File: config.mk
export PLATFORM = sky130hd
export DESIGN_NAME = uart_rx_deserializer
export DESIGN_NICKNAME = d
export VERILOG_FILES = /design/src/rtl/uart_rx_deserializer.sv
export SDC_FILE = /design/constraint.sdc
export NUM_CORES = 1
export LEC_CHECK = 0
export ABC_CLOCK_PERIOD_IN_PS = 4800
export CAP_MARGIN = 10
export CORE_MARGIN = 2
export CORE_UTILIZATION = 56
export CTS_CLUSTER_SIZE = 40
export DETAILED_ROUTE_END_ITERATION = 10
export DONT_BUFFER_PORTS = 1
export HOLD_SLACK_MARGIN = 0.08
export PLACE_DENSITY = 0.71
export REMOVE_ABC_BUFFERS = 1
export SLEW_MARGIN = 20
export SYNTH_ARGS = -nofsm -noshare
export SYNTH_HDL_FRONTEND = slang
export SYNTH_SLANG_ARGS = --single-unit
File: constraint.sdc
create_clock -name PCLK -period 4.8 [get_ports PCLK]
set_input_delay 0.96 -clock PCLK [delete_from_list [all_inputs] [get_ports PCLK]]
set_output_delay 0.96 -clock PCLK [all_outputs]
set_load 0.03 [all_outputs]
File: src/rtl/uart_rx_deserializer.sv
// UART receive front-end: fractional 16x tick, RX synchroniser, majority-sampling
// frame FSM and valid/ready byte delivery. Optional parity: define UART_RX_PARITY_EN.
`timescale 1ns/1ps
module uart_rx_deserializer #(
    parameter int DATA_BITS   = 8,
    parameter int SYNC_STAGES = 2
) (
    input  logic                 PCLK,
    input  logic                 PRESETn,
    input  logic                 rx_en,
    input  logic [15:0]          div_int,
    input  logic [3:0]           div_frac,
    input  logic                 RX,
    output logic [DATA_BITS-1:0] rx_data,
    output logic                 rx_valid,
    input  logic                 rx_ready,
    output logic                 frame_err,
    output logic                 break_det,
    output logic                 overrun,
    output logic                 busy
`ifdef UART_RX_PARITY_EN
    ,
    input  logic                 parity_en,
    input  logic                 parity_odd,
    output logic                 parity_err
`endif
);

    localparam int IDX_W = (DATA_BITS > 1) ? $clog2(DATA_BITS) : 1;

    typedef enum logic [2:0] {
        IDLE,
        START,
        DATA,
`ifdef UART_RX_PARITY_EN
        PARITY,
`endif
        STOP,
        BRK
    } state_t;

    function automatic logic maj3(input logic a, input logic b, input logic c);
        return (a & b) | (a & c) | (b & c);
    endfunction

    // ---- stage p0: synchroniser and tick generator ----
    logic [SYNC_STAGES-1:0] sync_q;
    logic                   rx_s;
    logic [15:0]            tick_cyc;
    logic [3:0]             acc;
    logic                   carry;
    logic [16:0]            period;
    logic                   tick;

    assign rx_s   = sync_q[SYNC_STAGES-1];
    // A carry out of the fractional accumulator stretches the following period by one cycle.
    assign period = {1'b0, div_int} + {16'd0, carry};
    assign tick   = rx_en && (div_int != 16'd0) && (({1'b0, tick_cyc} + 17'd1) >= period);

    always_ff @(posedge PCLK or negedge PRESETn) begin
        if (!PRESETn) begin
            sync_q <= '1;
        end else begin
            sync_q <= {sync_q[SYNC_STAGES-2:0], RX};
        end
    end

    always_ff @(posedge PCLK or negedge PRESETn) begin
        if (!PRESETn) begin
            tick_cyc <= 16'd0;
            acc      <= 4'd0;
            carry    <= 1'b0;
        end else if (!rx_en) begin
            tick_cyc <= 16'd0;
            acc      <= 4'd0;
            carry    <= 1'b0;
        end else if (tick) begin
            tick_cyc     <= 16'd0;
            {carry, acc} <= {1'b0, acc} + {1'b0, div_frac};
        end else if (div_int != 16'd0) begin
            tick_cyc <= tick_cyc + 16'd1;
        end
    end

    // ---- stage p0: frame FSM ----
    state_t                 state, state_nxt;
    logic [3:0]             tick_cnt;
    logic [IDX_W-1:0]       bit_idx;
    logic                   samp7, samp8;
    logic [DATA_BITS-1:0]   shift_q;
    logic                   maj;
    logic                   par_bad;
    logic                   good_p0, ferr_p0, brk_p0, perr_p0;

    assign maj = maj3(samp7, samp8, rx_s);

`ifdef UART_RX_PARITY_EN
    logic par_q;
    assign par_bad = parity_en && (par_q != ((^shift_q) ^ parity_odd));
`else
    assign par_bad = 1'b0;
`endif

    always_ff @(posedge PCLK or negedge PRESETn) begin
        if (!PRESETn) begin
            state <= IDLE;
        end else begin
            state <= state_nxt;
        end
    end

    always_comb begin
        state_nxt = state;
        if (!rx_en) begin
            state_nxt = IDLE;
        end else if (tick) begin
            case (state)
                IDLE:  if (!rx_s) state_nxt = START;
                START: begin
                    if (tick_cnt == 4'd9 && maj) state_nxt = IDLE;
                    else if (tick_cnt == 4'd15)  state_nxt = DATA;
                end
                DATA: begin
                    if (tick_cnt == 4'd15 && bit_idx == IDX_W'(DATA_BITS - 1)) begin
`ifdef UART_RX_PARITY_EN
                        state_nxt = parity_en ? PARITY : STOP;
`else
                        state_nxt = STOP;
`endif
                    end
                end
`ifdef UART_RX_PARITY_EN
                PARITY: if (tick_cnt == 4'd15) state_nxt = STOP;
`endif
                STOP: begin
                    if (tick_cnt == 4'd9)
                        state_nxt = (!maj && shift_q == '0) ? BRK : IDLE;
                end
                BRK:     if (rx_s) state_nxt = IDLE;
                default: state_nxt = IDLE;
            endcase
        end
    end

    always_comb begin
        good_p0 = 1'b0;
        ferr_p0 = 1'b0;
        brk_p0  = 1'b0;
        perr_p0 = 1'b0;
        busy    = (state != IDLE);
        if (tick && state == STOP && tick_cnt == 4'd9) begin
            good_p0 = maj && !par_bad;
            ferr_p0 = !maj;
            brk_p0  = !maj && (shift_q == '0);
            perr_p0 = par_bad;
        end
    end

    // The IDLE tick that sees the start edge is tick 0, so the next one is tick 1.
    always_ff @(posedge PCLK or negedge PRESETn) begin
        if (!PRESETn) begin
            tick_cnt <= 4'd0;
            bit_idx  <= '0;
        end else if (!rx_en) begin
            tick_cnt <= 4'd0;
            bit_idx  <= '0;
        end else if (tick) begin
            tick_cnt <= (state == IDLE) ? 4'd1 : tick_cnt + 4'd1;
            if (state == START)
                bit_idx <= '0;
            else if (state == DATA && tick_cnt == 4'd15)
                bit_idx <= bit_idx + IDX_W'(1);
        end
    end

    always_ff @(posedge PCLK) begin
        if (tick) begin
            if (tick_cnt == 4'd7) samp7 <= rx_s;
            if (tick_cnt == 4'd8) samp8 <= rx_s;
            if (state == DATA && tick_cnt == 4'd9)
                shift_q <= {maj, shift_q[DATA_BITS-1:1]};
`ifdef UART_RX_PARITY_EN
            if (state == PARITY && tick_cnt == 4'd9)
                par_q <= maj;
`endif
        end
    end

    // ---- stage p1: delivery holding register and status pulses ----
    always_ff @(posedge PCLK or negedge PRESETn) begin
        if (!PRESETn) begin
            rx_data    <= '0;
            rx_valid   <= 1'b0;
            frame_err  <= 1'b0;
            break_det  <= 1'b0;
            overrun    <= 1'b0;
`ifdef UART_RX_PARITY_EN
            parity_err <= 1'b0;
`endif
        end else begin
            frame_err  <= ferr_p0;
            break_det  <= brk_p0;
            overrun    <= good_p0 && rx_valid && !rx_ready;
`ifdef UART_RX_PARITY_EN
            parity_err <= perr_p0;
`endif
            if (good_p0 && (!rx_valid || rx_ready)) begin
                rx_data  <= shift_q;
                rx_valid <= 1'b1;
            end else if (rx_valid && rx_ready) begin
                rx_valid <= 1'b0;
            end
        end
    end

`ifndef UART_RX_PARITY_EN
    logic unused_perr;
    assign unused_perr = perr_p0;
`endif

endmodule

# Yosys cells after proc, flatten, opt, wreduce, memory -nomap -nowiden
# Cells that the tools add are included.
[word_totals]
regBits = 55
latch_bits = 0
ramBits = 0
rom_bits = 0
out_inout_bits = 13
word_cells = 100
n_memories = 0
[classes]
addsub = 6
mul = 0
div_mod_pow = 0
order_cmp = 1
eq_ne = 17
n_shift = 0
muxes = 29
n_bitwise = 5
reduce_logical = 27
[ops]
columns = ["operator", "count"]
rows = [
  ["16-bit two-way mux", 3],
  ["3-bit two-way mux", 13],
  ["4-bit two-way mux", 5],
  ["16-bit by 1-bit adder with 17-bit output", 1],
  ["16-bit by 1-bit adder with 17-bit output (second input constant)", 1],
  ["17-bit greater-or-equal comparator", 1],
  ["16-bit by 1-bit adder with 16-bit output (second input constant)", 1],
  ["16-bit nonzero test", 1],
  ["3-bit case mux with 5 select lines", 1],
  ["1-bit logical AND", 13],
  ["4-bit equality test (second input constant)", 3],
  ["3-bit != test (second input constant)", 4],
  ["8-bit logical NOT", 1],
  ["2-bit AND reduction", 4],
  ["1-bit two-way mux", 7],
  ["3-bit by 2-bit equality test with 1-bit output (second input constant)", 2],
  ["3-bit equality test (second input constant)", 2],
  ["3-bit by 1-bit != test with 1-bit output (second input constant)", 2],
  ["6-bit AND reduction", 1],
  ["4-bit by 4-bit adder with 5-bit output", 1],
  ["4-bit by 1-bit adder with 4-bit output (second input constant)", 1],
  ["4-bit by 3-bit equality test with 1-bit output (second input constant)", 1],
  ["4-bit != test (second input constant)", 1],
  ["3-bit by 1-bit adder with 3-bit output (second input constant)", 1],
  ["other kinds (9)", 14],
]

# Logic depth before layout (Yosys ltp)
[logic_depth]
ltp_word = 10
depth_mapped = 15

# Least setup slack after synthesis
# Ideal clock, no wire load.
[synth_path]
kind = "input port to flip-flop"
from = "input div_int[0]"
to = "register shift_q[0] (enable)"
setup_time_ps = 383
t_arrival_ps = 3920
path_slack_ps = 497
path_stages = 13
cell_sequence = "ha_1 > ha_1 > nand3_1 > nor2_1 > and3_1 > xnor2_1 > ha_1 > and4_1 > nand2_1 > a211oi_4 > nor2_1 > buf_4 > nor3_1"
[synth_between]
elab_chain_cells = 4
elab_cells_between_ends = 6
classes_between = "1 x add/sub; 1 x order compare; 4 x reduce/logical"
[synth_rtl]
columns = ["element", "line_no", "rtl"]
rows = [
  ["from (decl)", "11", "input logic [15:0] div_int,"],
  ["16-bit by 1-bit adder with 17-bit output or 16-bit nonzero test (tied branches)", "57, 58", ""],
  ["17-bit greater-or-equal comparator or 1-bit logical AND (tied branches)", "58", "assign tick = rx_en && (div_int != 16'd0) && (({1'b0, tick_cyc} + 17'd1) >= period);"],
  ["1-bit logical AND (*)", "58", ""],
  ["2-bit AND reduction (no line) (*)", "--", ""],
  ["to (signal assigned)", "181", "shift_q <= {maj, shift_q[DATA_BITS-1:1]};"],
  ["to (decl)", "90", "logic [DATA_BITS-1:0] shift_q;"],
]
# Mark *: on every way between the ends. The rest lies on a longest branch, timed or not.
# A chain may end at the register's enable or synchronous reset.

# Worst setup path in the final report
[layout_path]
from = "register tick_cyc[0]"
to = "register samp7 (enable)"
[layout_between]
elab_chain_cells = 4
[layout_rtl]
columns = ["element", "line_no", "rtl"]
rows = [
  ["from (decl)", "49", "logic [15:0] tick_cyc;"],
  ["from (signal assigned)", "81", "tick_cyc <= tick_cyc + 16'd1;"],
  ["16-bit by 1-bit adder with 17-bit output", "58", ""],
  ["17-bit greater-or-equal comparator", "58", ""],
  ["1-bit logical AND", "58", ""],
  ["2-bit AND reduction (no line)", "--", ""],
  ["to (signal assigned)", "178", "if (tick_cnt == 4'd7) samp7 <= rx_s;"],
  ["to (decl)", "89", "logic samp7, samp8;"],
]
# Every way passes these cells.

==> out/results.md <==
### Status
• result of the run: finished, final reports clean

### Timing
• Tightest Pin Transition: 693 ps
• slack of the critical path: 885 ps
• Final Hold Vio Count: 0
• Slew headroom: 0.538
• peak clock frequency supported by timing: 255 MHz
• Pins Over Slew Limit: 0
• crit path time final: 3920 ps
• final worst-path cycle share: 0.816
• setup repair after global routing missed its margin: false
• number of endpoints failing setup at the final stage: 0
• worst clock skew on the final layout: 11.0 ps
• aggregate negative setup slack: 0 ps

### Synthesis
• Mean Syn Cell Area: 9.74 um2
• Post-synth ARST share: 0.818
• dominant combinational cell family by area after synthesis: simple AND/OR/NAND/NOR gates
• multiplexer area fraction after synthesis: 0.0469
• Main synth FF type: sky130_fd_sc_hd__dfrtp_1
• Cell variety after synth: 63
• post-synthesis compound-gate area fraction: 0.144
• parity-gate share of the synthesized area counting xor and xnor cells: 0.0677
• synthesized-area fraction occupied by adder cells: 0.108
• Post-Synth Simple-Gate Area: 0.211
• count of flip-flops with a built-in enable after synthesis: 10
• number of standard cells after synthesis: 372
• yosys synthesis warning count: 0
• mapped cell area: 0.00362 mm2
• post-synthesis sequential area ratio: 0.394
• post-synthesis register bit count: 55

### Global route
• number of antenna violations at the first check in global routing: 0
• maximum number of pins on one net before global-route repair: 46
• number of global-route vias before repair: 2850
• first-pass GRT wire length: 13200 um
• GRT Util Overall: 0.228
• total overflow reported by the global router: 0

### Place
• final weighted congestion in routability-driven placement: 0.828
• Cell Area, Placed: 0.00370 mm2
• pre-CTS setup slack: 704 ps
• port buffer count: 0
• HPWL after DPL: 5670 um

### Die
• die span in y: 84.5 um
• DIE WIDTH: 84.5 um
• starting density of the core: 0.574
• Core Region: 0.00631 mm2
• area of the die: 0.00713 mm2
• I/O pin cnt: 38
• Std-Cell Rows: 29

### Clock network
• clock slew at the register clock pins of the worst setup and hold paths: 110 ps
• number of setup buffers added after CTS: 0
• root buffer selected by CTS: sky130_fd_sc_hd__clkbuf_8
• buffer depth of the longest clock path: 2
• source-to-sink clock delay at the later pin of the worst-skew pair: 310 ps
• TritonCTS clock tree: yes
• number of resized instances in the post-cts repair step: 0
• clock sinks: 55
• number of buffers inserted by hold repair at cts: 0
• clock buffers created by TritonCTS: 5
• count of H-tree levels built during CTS: 2

### Detailed routing
• Vias: 2836
• aggregate routed wire length: 7560 um
• number of design rule violations left after detail routing: 0
• wire length the detailed router placed on met1: 3350 um
• antenna-violating nets left: 0
• routed wirelength normalized by instance count: 16.8 um
• length of routed met3 wiring: 370 um
• detailed-routed wire length on met2: 3750 um
• top routing layer used: met4
• initial drt markers: 198
• count of TritonRoute iterations in the first routing pass: 4
• ratio of routed vias to standard cells: 6.32

### Layout
• number of fill cells in the layout: 551
• Final Core Density: 0.601
• P&R area growth vs syn: 4.69%
• fraction of final layout cells with drive strength greater than 1: 0.0833
• final cell area excluding filler cells: 0.00379 mm2
• number of nets in the layout: 426
• antenna diode count: 0

### Critical path
• largest fanout of any net on the critical path: 11
• cells along the critical path: ha_1 > nand3_1 > or2_2 > o21ai_0 > nand2_1 > ha_1 > nand4_1 > or4_4 > a211oi_4 > nor2_1 > buf_4 > nor3_1
• critical path required time: 4800 ps
• Top cell by count, worst path: sky130_fd_sc_hd__ha_1
• endpoint class of the critical path: flop
• arrival time at the worst endpoint: 3920 ps
• critical path launch point type: flop
• category of the most critical setup path: flop to flop
• worst-path cell with the longest stage delay: sky130_fd_sc_hd__or4_4
• maximum single-stage delay on the critical path: 600 ps

### Power
• switching power: 0.187 mW
• Leak Pwr: 1.71 nW
• highest ir drop seen on vdd: 0.185 mV
• register share of total power: 0.608
• PnR Total Power: 0.793 mW
• switching part of the total power: 0.236
• Internal: 0.606 mW
• clock network fraction of total power: 0.333
• Logic pwr share: 0.059
• cell area power density: 209 mW/mm2

### Hold path
• worst min-delay path category: input port to async pin

### Flow run
• maximum capacitance violations: 0

## synth_stat cells (all sizes together) (10+ instances only)
library cell   n  area [um2]
xnor2         17         149
nand3         22         110
clkbuf        10        38.8
ha            29         363
nor2          18        75.1
inv           14        52.6
a21oi         16        80.1
nand2         45         171
xor2          11        96.3
and3          11        68.8
edfxtp        10         300
dfrtp         43        1080
## flip-flops by register name (all words and copies together), names as in the netlist
signal and flops:
samp8 1, carry 1, tick_cnt 4, rx_data 8
state 3, shift_q 8, samp7 1, break_det 1
rx_valid 1, sync_q 2, acc 4, bit_idx 3
overrun 1, tick_cyc 16, frame_err 1
## critical path: cells and delay by family, from the launching register on
| kind | cells | cell delay (ps) |
|---|---|---|
| buffers and inverters | 1 | 210 |
| AO/OA/AOI/OAI | 2 | 620 |
| AND/OR/NAND/NOR | 7 | 1690 |
| flip-flops | 1 | 470 |
| adder cells (fa/ha/maj) | 2 | 600 |
## power by group through the flow
stage          Combinational, mW  Clock, mW  Sequential (mW)
2_1_floorplan             0.0371          0            0.490
3_3_place_gp              0.0450          0            0.492
3_5_place_dp              0.0470          0            0.492
4_1_cts                   0.0471      0.271            0.483
5_1_grt                   0.0531      0.292            0.483
6_report                  0.0466      0.264            0.482
## placed cells by master, fill, tap and decap left out, types with 2 or more instances in the layout
cell type                   n
sky130_fd_sc_hd__inv_1     14
sky130_fd_sc_hd__clkbuf_8   5
sky130_fd_sc_hd__nand3_1   22
sky130_fd_sc_hd__o211ai_1   3
sky130_fd_sc_hd__a221oi_1   3
sky130_fd_sc_hd__nand4_1    8
sky130_fd_sc_hd__a21o_1     4
sky130_fd_sc_hd__edfxtp_1  10
sky130_fd_sc_hd__a41oi_1    4
sky130_fd_sc_hd__nand2b_1   3
sky130_fd_sc_hd__o21ai_0    9
sky130_fd_sc_hd__nor2b_1    6
sky130_fd_sc_hd__xnor2_1   17
sky130_fd_sc_hd__nor3_1     6
sky130_fd_sc_hd__and3_1    11
sky130_fd_sc_hd__nor4_1     9
sky130_fd_sc_hd__a21oi_1   16
sky130_fd_sc_hd__buf_4      4
sky130_fd_sc_hd__a41o_1     3
sky130_fd_sc_hd__or4_1      4
sky130_fd_sc_hd__a22o_1     7
sky130_fd_sc_hd__o22ai_1    6
sky130_fd_sc_hd__nand2_1   44
sky130_fd_sc_hd__and4_1     3
sky130_fd_sc_hd__xor2_1    11
sky130_fd_sc_hd__dfstp_2    2
sky130_fd_sc_hd__mux2i_1    8
sky130_fd_sc_hd__dfrtp_1   43
sky130_fd_sc_hd__ha_1      29
sky130_fd_sc_hd__mux2_2     8
sky130_fd_sc_hd__nor2_1    16
## final cells by class
| class | count | area [um2] | area share |
|---|---|---|---|
| multi-input combinational | 291 | 2090 | 0.552 |
| sequential | 55 | 1430 | 0.377 |
| tap | 77 | 96.3 | 0.0254 |
| clock buffer | 5 | 68.8 | 0.0181 |
| inverter | 14 | 52.6 | 0.0138 |
| timing repair buffer | 4 | 30.0 | 0.00791 |
| clock inverter | 3 | 23.8 | 0.00626 |
## worst paths after layout
path	from	to	slack, ps	depth (start not counted)
min in group PCLK	sync_q[0]$_DFF_PN1_	sync_q[1]$_DFF_PN1_	360	0
max reg2reg	tick_cyc[0]$_DFFE_PN0P_	samp7$_DFFE_PP_	880	12
min reg2reg	sync_q[0]$_DFF_PN1_	sync_q[1]$_DFF_PN1_	360	0
max	tick_cyc[0]$_DFFE_PN0P_	samp7$_DFFE_PP_	880	12
min	PRESETn	rx_data[6]$_DFFE_PN0P_	330	0
max in group asynchronous	PRESETn	sync_q[0]$_DFF_PN1_	4290	0
## metrics by stage
step,cells,hold WS [ps]
detailed placement,441,348
global placement,441,351
finish,449,326
floorplan,360,345
CTS,449,317
global route,449,296
## cell families (layout without fill, tap and decap cells)
group           after synthesis  in the layout
simple gates                146            146
compound gates               70             70
flops                        55             55
fa+ha+maj                    31             31
xor+xnor                     28             28
buf+inv                      26             26
mux                          16             16
## routing by layer
layer / vias up / GRT usage
met1: 1361 / 0.300
li1: 1377 / -
met5: - / 0
met3: 8 / 0.0374
met2: 90 / 0.388
met4: 0 / 0.0722
(Power assumes the default switching activity.)
